==> src/rtl/vector_pkg.sv <==
// Shared types and default sizing for the vector lane serializer.
// Lane 0 of a packed vector occupies the least significant bits.
package vector_pkg;

  localparam int DEFAULT_DATA_WIDTH = 8;
  localparam int DEFAULT_LANES      = 6;
  localparam int DEFAULT_ADDR_WIDTH = 16;

  typedef enum logic [1:0] {
    IDLE,
    BUSY,
    DONE
  } ser_state_t;

  typedef logic [DEFAULT_LANES-1:0][DEFAULT_DATA_WIDTH-1:0] lane_vec_t;

endpackage

==> src/rtl/vector_lane_serializer.sv <==
// Store path from the vector execute stage: takes one packed vector and
// writes its enabled lanes one per cycle to a DATA_WIDTH-wide memory port.
module vector_lane_serializer
  import vector_pkg::*;
#(
  parameter int DATA_WIDTH = DEFAULT_DATA_WIDTH,
  parameter int LANES      = DEFAULT_LANES,
  parameter int ADDR_WIDTH = DEFAULT_ADDR_WIDTH
) (
  input  logic                        clk,
  input  logic                        rst_n,
  input  logic                        in_valid,
  output logic                        in_ready,
  input  logic [DATA_WIDTH*LANES-1:0] in_data,
  input  logic [ADDR_WIDTH-1:0]       in_base_addr,
  input  logic [LANES-1:0]            in_lane_mask,
  output logic                        mem_we,
  output logic [ADDR_WIDTH-1:0]       mem_addr,
  output logic [DATA_WIDTH-1:0]       mem_wdata,
  input  logic                        mem_ready,
  output logic                        busy,
  output logic                        done
);

  localparam int IDX_W = (LANES > 1) ? $clog2(LANES) : 1;
  localparam int VEC_W = DATA_WIDTH * LANES;

  ser_state_t             state_q, state_d;
  logic [IDX_W-1:0]       idx_q, idx_d;
  logic [VEC_W-1:0]       data_q, data_d;
  logic [ADDR_WIDTH-1:0]  base_q, base_d;
  logic [LANES-1:0]       mask_q, mask_d;

  logic                   lane_en;
  logic                   advance;
  logic [VEC_W-1:0]       lane_shift;

  assign lane_en    = mask_q[idx_q];
  assign lane_shift = data_q >> (int'(idx_q) * DATA_WIDTH);
  // Masked-off lanes never wait on memory; enabled lanes wait for mem_ready.
  assign advance    = !lane_en || mem_ready;

  always_ff @(posedge clk or negedge rst_n) begin
    if (!rst_n) begin
      state_q <= IDLE;
      idx_q   <= '0;
      data_q  <= '0;
      base_q  <= '0;
      mask_q  <= '0;
    end else begin
      state_q <= state_d;
      idx_q   <= idx_d;
      data_q  <= data_d;
      base_q  <= base_d;
      mask_q  <= mask_d;
    end
  end

  always_comb begin
    state_d = state_q;
    idx_d   = idx_q;
    data_d  = data_q;
    base_d  = base_q;
    mask_d  = mask_q;

    unique case (state_q)
      IDLE: begin
        if (in_valid) begin
          data_d  = in_data;
          base_d  = in_base_addr;
          mask_d  = in_lane_mask;
          idx_d   = '0;
          state_d = BUSY;
        end
      end
      BUSY: begin
        if (advance) begin
          if (idx_q == IDX_W'(LANES - 1)) begin
            idx_d   = '0;
            state_d = DONE;
          end else begin
            idx_d = idx_q + 1'b1;
          end
        end
      end
      DONE: state_d = IDLE;
      default: state_d = IDLE;
    endcase
  end

  // Outputs depend only on flops, so in_* never reaches mem_* combinationally.
  always_comb begin
    in_ready  = (state_q == IDLE);
    busy      = (state_q != IDLE);
    done      = (state_q == DONE);
    mem_we    = 1'b0;
    mem_addr  = '0;
    mem_wdata = '0;
    if (state_q == BUSY && lane_en) begin
      mem_we    = 1'b1;
      mem_addr  = base_q + ADDR_WIDTH'(idx_q);
      mem_wdata = lane_shift[DATA_WIDTH-1:0];
    end
  end

endmodule

==> config.mk <==
export PLATFORM = sky130hd
export DESIGN_NAME = vector_lane_serializer
export DESIGN_NICKNAME = d
export VERILOG_FILES = /design/src/rtl/vector_pkg.sv /design/src/rtl/vector_lane_serializer.sv
export SDC_FILE = /design/constraint.sdc
export NUM_CORES = 1
export LEC_CHECK = 0
export ABC_AREA = 1
export BUFFER_PORTS_ARGS = -buffer_cell sky130_fd_sc_hd__buf_2
export CORE_ASPECT_RATIO = 0.5
export CORE_MARGIN = 2
export CORE_UTILIZATION = 57
export CTS_CLUSTER_DIAMETER = 100
export DETAILED_ROUTE_END_ITERATION = 16
export PLACE_DENSITY = 0.9
export SYNTH_ARGS = -nofsm -noshare
export SYNTH_HDL_FRONTEND = slang
export SYNTH_SLANG_ARGS = --single-unit
==> constraint.sdc <==
create_clock -name clk -period 2.75 [get_ports clk]
set_input_delay 0.275 -clock clk [delete_from_list [all_inputs] [get_ports clk]]
set_output_delay 0.275 -clock clk [all_outputs]
set_load 0.005 [all_outputs]
# --- Word level (Yosys, flattened, before mapping) ---
# Index checks and enable logic that the tools add are counted.
op_classes:
  addsub: 2
  magnitude_cmp: 1
  n_eq_ne: 6
  shifts: 1
  n_mux: 13
  n_reduce_logical: 9
op_table:
  columns: ["cell", "count"]
  rows:
  - ["right shift 48 x 6 -> 8 bit", 1]
  - ["adder 16 x 3 -> 16 bit", 1]
  - ["two-way mux 16 bit", 1]
  - ["two-way mux 3 bit", 3]
  - ["two-way mux 8 bit", 1]
  - ["two-way mux 2 bit", 3]
  - ["!= test 2 bit, second input constant", 3]
  - ["case mux 3 bit (2 select lines)", 1]
  - ["AND reduction 3 bit", 2]
  - ["< comparator 3 x 4 -> 1 bit, second input constant", 1]
  - ["case mux 2 bit (2 select lines)", 1]
  - ["nonzero test 2 bit", 2]
  - ["adder 3 x 1 -> 3 bit, second input constant", 1]
  - ["binary-select mux 1 bit (select 3 bit)", 1]
  - ["== test 3 bit, second input constant", 1]
  - ["== test 2 x 1 -> 1 bit, second input constant", 1]
  - ["== test 2 bit, second input constant", 1]
  - ["zero test 2 bit", 1]
  - ["two-way mux 1 bit", 2]
  - ["AND reduction 2 bit", 1]
  - ["logical AND 1 bit", 1]
  - ["zero test 1 bit", 1]
  - ["logical OR 1 bit", 1]
word_totals:
  reg_bits: 75
  out_inout_bits: 28
  wordCells: 37

# --- Depth between registers and ports, before layout ---
logic_depth:
  word_depth: 6
  ltp_mapped: 13
  ltp_nobuf: 13

# --- Worst setup path after synthesis ---
# Ideal clock, no wire load.
synth_timing:
  path_type: "register to output"
  from: "register idx_q[0]"
  to: "output mem_addr[12]"
  t_arrival_ps: 1717
  t_required_ps: 2475
  slack_ps: 758
  stages_incl_launch_ff: 13
  n_path_buf: 0
  path_cell_list: "dfrtp_1 > ha_1 > inv_1 > fa_1 > inv_1 > nand2_1 > nand2_1 > nand2_1 > nor2_1 > nand2_1 > nor2_2 > a21oi_1 > nor2_1"
synth_between:
  elab_chain_len: 4
  word_cells_on_any_way: 5
synth_lines:
  columns: ["element", "line", "text"]
  rows:
  - ["start, declared", "vector_lane_serializer.sv:29", "logic [IDX_W-1:0] idx_q, idx_d;"]
  - ["start signal, assigned", "vector_lane_serializer.sv:52", "idx_q <= idx_d;"]
  - ["parallel branches: the longest is 3 deep, another holds adder 16 x 3 -> 16 bit", null, null]
  - ["two-way mux 16 bit (*)", "vector_lane_serializer.sv:99", "if (state_q == BUSY && lane_en) begin"]
  - ["end, declared", "vector_lane_serializer.sv:18", "output logic [ADDR_WIDTH-1:0] mem_addr,"]
# Every way passes the cells marked *. The select of a mux whose other input is x is not followed.

# --- Worst setup path after layout ---
# Same ends and word-level chain as after synthesis.

==> flow_summary.ini <==
[outcome]
outcome = completed

[worst_setup_path]
path_class = flip-flop to output pin
cp-start-kind = flip-flop
end_kind = output pin
worstPathMaxFanout = 3
critical_path_required_ns = 2.48
critPathArrivalTime_ns = 2.28

[cells_and_area]
fillCellCount = 490
fin_area_um2 = 4700
final_cell_mix = 100 x buf_2, 73 x dfrtp_1, 53 x nand2_1
diodes = 0
area_growth_syn_to_layout_pct = 22.0
nets = 554
drive_gt1_share_pct = 36.6
final_util_pct = 71.0
final_common_cell = buf_2

[clock_network]
clock_sinks = 75
numCtsBuffers = 9
cts.path.max_buffers = 2
htree_levels = 3
clkTransAtPathRegs_ns = 0.06
cts_root_buf = clkbuf_16
insertion_delay_ns = 0.34
tritoncts = done
ctsHoldBuffers = 0

[sta]
max_slew_margin_pct = 37.7
grt_setup_unrepaired = true
hold_viol_final = 0
fin_crit_sh_pct = 93.1
clock_skew_ns = 0.00352
slew_violations = 0
finalCriticalPeriod_ns = 2.56
fin_ws_ns = 0.191
worstMarginPinSlew_ns = 0.934
setup_viol = 0
timing.fmax_mhz = 391

[yosys]
syn_area_um2 = 3850
netlist.area_leader.share_pct = 48.7
ys_types = 31
yosys_warnings = 0
synth-seq-cells = 75
syn_avg_cell_area_um2 = 10.4
synth-seq-area-share_pct = 48.7
yosys.area.top_type = dfrtp_1
synth_area_leaders = dfrtp_1 49%, mux2_1 11%, mux2_2 7.3%
syn_inst = 372
synth_nets = 450

[routing]
wl_per_cell_um = 14.7
via_per_inst = 5.33
drc_errors = 0
antenna_left = 0
vias = 3052
first_pass_iters = 4
wl_um = 8450
drtIter0Drc = 184

[global_route]
track_usage_pct = 23.9
grt_pass1_vias = 3011
grt_start_max_net_pins = 78
overflow = 0
grt_pass1_wl_um = 13900
antenna_found_initial = 0

[floorplan]
die_h_um = 62.1
chipWidth_um = 120
num_io_pins = 102
coreArea_um2 = 6620
die_area_um2 = 7470
initial_core_util_pct = 58.2
rows = 21

[flow_run]
max_cap_viol_count = 0

[power_and_ir_drop]
power_uw = 5800
powerDensity_nw_per_um2 = 1230
p_leak_uw = 0.00233
vdd_drop_max_uv = 524

[place]
dp_hpwl_um = 5890
postPlaceCellArea_um2 = 4380
port_buffers = 101
gp_congestion = 0.886
post-place-ws_ns = 0.353

[worst_hold_path]
hp-class = primary input to asynchronous set/reset pin
metal layers:
metal	global-route usage (%)	vias up	wire [um]
li1	-	1461	-
met1	30.0	1481	3600
met2	38.6	93	4150
met3	7.08	17	470
met4	10.8	0	235
met5	0	-	0
critical path: stages (launching register included):
cell and delay (ns):
dfrtp_1 0.37, ha_1 0.19, inv_1 0.06, fa_1 0.36, inv_1 0.08, nand2_1 0.07
nand2_1 0.08, nand2_1 0.09, nor2_2 0.12, nand2_1 0.10, nor2_2 0.13, nand2_1 0.07
nand2_1 0.07, nor2_1 0.04, buf_2 0.12
cell families after synthesis:
family                     count (synthesis)  share of synthesized area, %
and+or+nand+nor                          140                          17.2
DFF                                       75                          48.7
muxes                                     61                          17.8
buffers and inverters                     45                          6.66
AOI/OAI and AO/OA                         44                          7.38
adders and majority gates                  4                          1.49
xor gates and xnor gates                   3                         0.682
report_power, final:
part	switching (uW)	internal, uW
clock network	435	699
registers	355	1660
logic	1440	1200
total	2230	3560
state kept, by name (all words and copies together), names as in the netlist:
name,cells
data_q,48
base_q,16
mask_q,6
idx_q,3
state_q,2
area by class of cell:
cell class	count	area (um^2)	area share [%]
sequential	75	1880	40.0
multi-input combinational	252	1730	36.9
timing repair buffer	110	576	12.3
clock buffer	11	233	4.95
tap	92	115	2.45
inverter	28	109	2.32
clock inverter	5	53.8	1.15
path summary, 6_finish.rpt:
path,slack (ns),cells past startpoint,startpoint,to
min in group clk,0.14,2,in_data[3],data_q[3]
hold reg to reg,0.49,1,mask_q[4],mask_q[4]
setup / recovery,0.19,14,idx_q[0],mem_addr[12]
setup reg to reg,0.87,3,state_q[1],base_q[0]
max in group asynchronous,2.01,1,rst_n,idx_q[2]
hold / removal,0.08,1,rst_n,data_q[3]
synth_stat cells, drive strengths merged:
master  count
fa          1
a21oi      16
o21ai      10
dfrtp      75
buf        14
nand2      58
nand4       1
a31oi       1
nor3        7
xor2        1
o221ai      8
nand3      19
clkbuf      3
nor3b       2
mux2       61
nor2       52
xnor2       2
o211ai      1
ha          3
inv        28
or2         1
o22a        8
metrics by stage:
stage,hold slack (ns),std cells,setup TNS [ns]
after detailed placement,0.469,554,0
after global placement,0.473,554,0
after floorplan,-0.0206,372,0
after CTS,0.109,570,0
after global routing,0.141,573,-0.0259
final,0.0786,573,0
what timing repair did:
| item | in CTS | in global routing |
|---|---|---|
| gates resized for setup | 1 | 5 |
| setup endpoints to repair | 1 | 7 |
| pin swaps | 0 | 0 |
| buffers inserted | 0 | 3 |
Note: power is estimated with default switching activity, not from simulation.
